==> src/rtl/shift_out_sm.sv <==
// shift_out_sm: serialises 16-bit words from the nibble shift-in stage back out
// as NIB_W-bit nibbles, MSB nibble first, under a valid/ready handshake.
// A one-word holding register accepts the next word while the current one shifts;
// words arriving while it is full are dropped and flag a sticky overflow.
//
// Optional feature macro: CHECKSUM_EN
//   When defined, each word is followed by one extra nibble holding the XOR of
//   its data nibbles; count loads NIBBLES+1 on word load.
//
// Ports:
//   i_clk        system clock, rising edge
//   i_rst        synchronous reset, active-low
//   i_ena        word-valid strobe; i_din captured when i_ena=1 and o_ready=1
//   i_din        input word (WORD_W bits)
//   o_ready      holding register empty
//   o_dout       current nibble (top nibble of the shift register)
//   o_dvalid     o_dout is valid
//   i_dready     downstream accepts o_dout when o_dvalid=1
//   o_count      nibbles remaining in the current word, including o_dout; 0 when idle
//   o_word_done  one-cycle pulse after the last nibble of a word is accepted
//   o_overflow   sticky: a word arrived while the holding register was full
module shift_out_sm #(
  parameter int unsigned WORD_W = 16,
  parameter int unsigned NIB_W  = 4
) (
  input  logic                                   i_clk,
  input  logic                                   i_rst,
  input  logic                                   i_ena,
  input  logic [WORD_W-1:0]                      i_din,
  output logic                                   o_ready,
  output logic [NIB_W-1:0]                       o_dout,
  output logic                                   o_dvalid,
  input  logic                                   i_dready,
  output logic [$clog2(WORD_W/NIB_W + 2)-1:0]    o_count,
  output logic                                   o_word_done,
  output logic                                   o_overflow
);

  localparam int unsigned NIBBLES = WORD_W / NIB_W;
  localparam int unsigned CNT_W   = $clog2(NIBBLES + 2);
`ifdef CHECKSUM_EN
  localparam int unsigned LOAD_CNT = NIBBLES + 1;
`else
  localparam int unsigned LOAD_CNT = NIBBLES;
`endif
  localparam logic [CNT_W-1:0] W_LOAD = CNT_W'(LOAD_CNT);

  typedef enum logic {StIdle, StShift} state_t;

  state_t             r_state;
  logic [WORD_W-1:0]  r_hold;
  logic               r_hold_valid;
  logic [WORD_W-1:0]  r_shreg;
  logic [CNT_W-1:0]   r_count;
  logic               r_word_done;
  logic               r_overflow;
`ifdef CHECKSUM_EN
  logic [NIB_W-1:0]   r_csum;
  logic [NIB_W-1:0]   w_csum_nxt;
`endif

  logic [NIB_W-1:0]   w_top;
  logic               w_last;

  assign w_top  = r_shreg[WORD_W-1 -: NIB_W];
  assign w_last = (r_count == CNT_W'(1));
`ifdef CHECKSUM_EN
  assign w_csum_nxt = r_csum ^ w_top;
`endif

  always_ff @(posedge i_clk) begin
    if (!i_rst) begin
      r_state      <= StIdle;
      r_hold       <= '0;
      r_hold_valid <= 1'b0;
      r_shreg      <= '0;
      r_count      <= '0;
      r_word_done  <= 1'b0;
      r_overflow   <= 1'b0;
`ifdef CHECKSUM_EN
      r_csum       <= '0;
`endif
    end else begin
      r_word_done <= 1'b0;

      // Capture needs an empty hold at cycle start, transfer needs a full one,
      // so the two hold_valid updates below can never collide.
      if (i_ena) begin
        if (!r_hold_valid) begin
          r_hold       <= i_din;
          r_hold_valid <= 1'b1;
        end else begin
          r_overflow <= 1'b1;
        end
      end

      unique case (r_state)
        StIdle: begin
          if (r_hold_valid) begin
            r_shreg      <= r_hold;
            r_hold_valid <= 1'b0;
            r_count      <= W_LOAD;
            r_state      <= StShift;
`ifdef CHECKSUM_EN
            r_csum       <= '0;
`endif
          end
        end
        StShift: begin
          if (i_dready) begin
            if (!w_last) begin
              r_count <= r_count - CNT_W'(1);
`ifdef CHECKSUM_EN
              r_csum  <= w_csum_nxt;
              // Last data nibble leaving: the checksum takes its place on top.
              if (r_count == CNT_W'(2)) begin
                r_shreg <= {w_csum_nxt, {(WORD_W-NIB_W){1'b0}}};
              end else begin
                r_shreg <= r_shreg << NIB_W;
              end
`else
              r_shreg <= r_shreg << NIB_W;
`endif
            end else begin
              r_word_done <= 1'b1;
              if (r_hold_valid) begin
                // Reload straight from hold: back-to-back words, no bubble.
                r_shreg      <= r_hold;
                r_hold_valid <= 1'b0;
                r_count      <= W_LOAD;
`ifdef CHECKSUM_EN
                r_csum       <= '0;
`endif
              end else begin
                r_count <= '0;
                r_state <= StIdle;
              end
            end
          end
        end
        default: r_state <= StIdle;
      endcase
    end
  end

  assign o_ready     = ~r_hold_valid;
  assign o_dout      = w_top;
  assign o_dvalid    = (r_state == StShift);
  assign o_count     = r_count;
  assign o_word_done = r_word_done;
  assign o_overflow  = r_overflow;

endmodule

==> config.mk <==
export PLATFORM = sky130hd
export DESIGN_NAME = shift_out_sm
export DESIGN_NICKNAME = d
export VERILOG_FILES = /design/src/rtl/shift_out_sm.sv
export SDC_FILE = /design/constraint.sdc
export NUM_CORES = 1
export LEC_CHECK = 0
export CAP_MARGIN = 20
export CORE_MARGIN = 4
export CORE_UTILIZATION = 45
export DETAILED_ROUTE_END_ITERATION = 16
export DONT_BUFFER_PORTS = 1
export GPL_TIMING_DRIVEN = 0
export PLACE_DENSITY_LB_ADDON = 0.3
export RECOVER_POWER = 100
export SLEW_MARGIN = 10
export SYNTH_ARGS = -nofsm -noshare
export SYNTH_HDL_FRONTEND = slang
export SYNTH_SLANG_ARGS = --single-unit
==> constraint.sdc <==
create_clock -name i_clk -period 2.2 [get_ports i_clk]
set_clock_uncertainty 0.15 [all_clocks]
set_input_delay 0.22 -clock i_clk [delete_from_list [all_inputs] [get_ports i_clk]]
set_output_delay 0.22 -clock i_clk [all_outputs]
set_load 0.01 [all_outputs]
==> reports/metrics.csv <==
metric,value,unit
grt_setup_unrepaired,false,
synth_area_leaders,"dfxtp_1 (44%), nand2_1 (11%), a21boi_0 (6.8%), o2bb2ai_1 (5.9%), a31oi_1 (4.6%)",
hold_ws,35.2,ps
synthDistinctLibCells,29,
synthXorXnorAreaFrac,0,%
drv_slew,0,
power.total,1.44,mW
synthAdderAreaFrac,1.41,%
antenna_found_initial,0,
dp_hpwl,2.89,mm
fp-row-count,22,
rr_endpoint,r_shreg[0],
holdPathEnd,r_shreg[5],
hold_path_startpoint,i_rst,
avgSynthCellArea,8.42,um2
post_dp_cell_area,1840,um2
routed_via_density,5.28,
cts_htree_levels,2,
synth_cells,211,
synth_top_cell_by_area,dfxtp_1,
insertion_delay,290,ps
reg2regPathDepth,6,
fp.dieW,70.8,um
wire_per_inst,14.8,um
fin_setup_tns,0,ps
drc,0,
max_freq,0.508,GHz
crit_arrival,2000,ps
grt_use_total,17.7,%
fin_crit_sh,89.4,%
clock-root-buffer,clkbuf_8,
stdcell_area,2070,um2
synth_compound_area_share,26.5,%
endpoint_kind,flop,
start_util,47.5,%
cap_viol_max_count,0,
final-hold-violation-count,0,
fin_util,55.3,%
dpl_worst_slack,342,ps
core_area,3740,um2
syn_to_final_growth,16.5,%
tightest_slew,478,ps
r2r_start,o_count[1],
boundaryPins,31,
final_cell_mix,"nand2_1 (51), dfxtp_1 (39), dlygate4sd3_1 (18)",
grt_pass1_vias,1437,
grt_overflow,0,
cp-start-kind,flop,
drt_iter0_drc,134,
die_area,5020,um2
wirelength,4.20,mm
run_status,completed,
netlist.area_leader.share,43.9,%
numCtsBuffers,5,
mostFrequentLayoutCell,nand2_1,
syn_nets,233,
clkSinkCount,39,
setup_ws,233,ps
gp_congestion,0.802,
port_buffers,0,
clkTransAtPathRegs,80,ps
powerDensity,694,nW/um2
synthSimpleGateAreaFrac,20.7,%
worstPathMaxFanout,5,
dp.cells,259,
rrSetupSlack,230,ps
drive_gt1_share,6.36,%
path_class,flop to flop,
cts_buffer_depth,2,
required,2230,ps
synth_top_family_by_area,compound AO/OA/AOI/OAI gates,
antennaDiodeCount,0,
ant_nets,0,
finish.net_count,258,
cts_tree,done,
stdcell_count,284,
synth_seq_area_share,43.9,%
post_cts_resized,0,
setup_viol,0,
die_h,70.8,um
peakVddDrop,0.000353,V
hold_depth,3,
synth_mux_area_share,0.563,%
fin_crit,1970,ps
first_pass_iters,4,
hp-class,input port to flop,
synth_seq_cells,39,
synth_warnings,0,
grt_max_degree,12,
grt_pass1_wl,7.06,mm
vias,1499,
synth_area,1780,um2
max_slew_margin,68.1,%
p_leak,0.824,nW
==> cell usage after synthesis <==
| library cell | instances |
|---|---|
| nand2_1 | 50 |
| dfxtp_1 | 39 |
| a21boi_0 | 16 |
| a31oi_1 | 13 |
| o21ai_0 | 13 |
| and3_1 | 12 |
| o2bb2ai_1 | 12 |
| buf_4 | 8 |
| clkbuf_1 | 8 |
| nor2_1 | 6 |
| nor2b_1 | 5 |
| a32o_1 | 4 |
| buf_2 | 4 |
| a21oi_1 | 3 |
| inv_1 | 3 |
| ha_1 | 2 |
| a21bo_2 | 1 |
| a21boi_2 | 1 |
| a22o_1 | 1 |
| and2_1 | 1 |
| and2b_2 | 1 |
| mux2i_1 | 1 |
| nand2_2 | 1 |
| nand2b_1 | 1 |
| nand2b_4 | 1 |
| nand3_1 | 1 |
| nor3_1 | 1 |
| o21a_1 | 1 |
| o31ai_1 | 1 |
==> where the power goes <==
group | total [mW] | leakage, nW | switching (mW) | internal (mW)
registers | 0.764 | 0.318 | 0.0267 | 0.738
logic | 0.187 | 0.458 | 0.107 | 0.0794
clock network | 0.485 | 0.0470 | 0.240 | 0.246
total | 1.44 | 0.824 | 0.374 | 1.06
==> critical path: stages, from the launching register on <==
cell and delay, ps:
dfxtp_1 410, inv_1 90, ha_1 230, and2b_1 210, a21boi_0 360, nor2_1 170, a32o_1 230
==> cell families (layout without fill, tap and decap cells) <==
group | Yosys count | in the layout
adders and majority gates | 2 | 2
muxes | 1 | 1
and+or+nand+nor | 80 | 80
DFF | 39 | 39
AOI/OAI and AO/OA | 66 | 66
buffers and inverters | 23 | 48
==> registers in the layout, indices dropped and copies added, names as in the netlist <==
signal,flops
o_word_done,1
o_overflow,1
o_dvalid,1
r_hold_valid,1
r_shreg,16
o_count,3
r_hold,16
==> layer usage <==
layer | routed length (um) | GRT usage [%] | vias up
met1 | 1950 | 23.6 | 669
met2 | 1930 | 27.6 | 42
li1 | - | - | 780
met4 | 51 | 5.64 | 0
met3 | 276 | 4.97 | 8
met5 | 0 | 0 | -
==> worst max-delay path by stage <==
stage | slack [ps] | cells past startpoint | startpoint | to
after global routing | 110 | 6 | r_hold_valid | r_hold[5]
after floorplan | 550 | 7 | o_count[1] | r_shreg[10]
final | 230 | 6 | o_count[1] | r_shreg[0]
after global placement | 350 | 7 | o_count[1] | r_shreg[7]
after CTS | 320 | 7 | o_count[1] | r_shreg[11]
after detailed placement | 340 | 7 | o_count[1] | r_shreg[6]
==> layout make-up <==
cell class / count / area [um2]
plain buffers: 20 / 91.3
inverters: 3 / 11.3
multi-input cells: 149 / 860
clock buffers: 6 / 82.6
repair buffers: 18 / 180
clock inverters: 1 / 5.00
flip-flops and latches: 39 / 781
well taps: 48 / 60.1
fillers: 388 / 1670
==> what timing repair did <==
item | in CTS | in global routing
endpoints found under the hold margin | 19 | 0
buffers inserted | 0 | 0
hold buffers | 18 | 0
No activity file was read; power rests on OpenSTA's default activity.
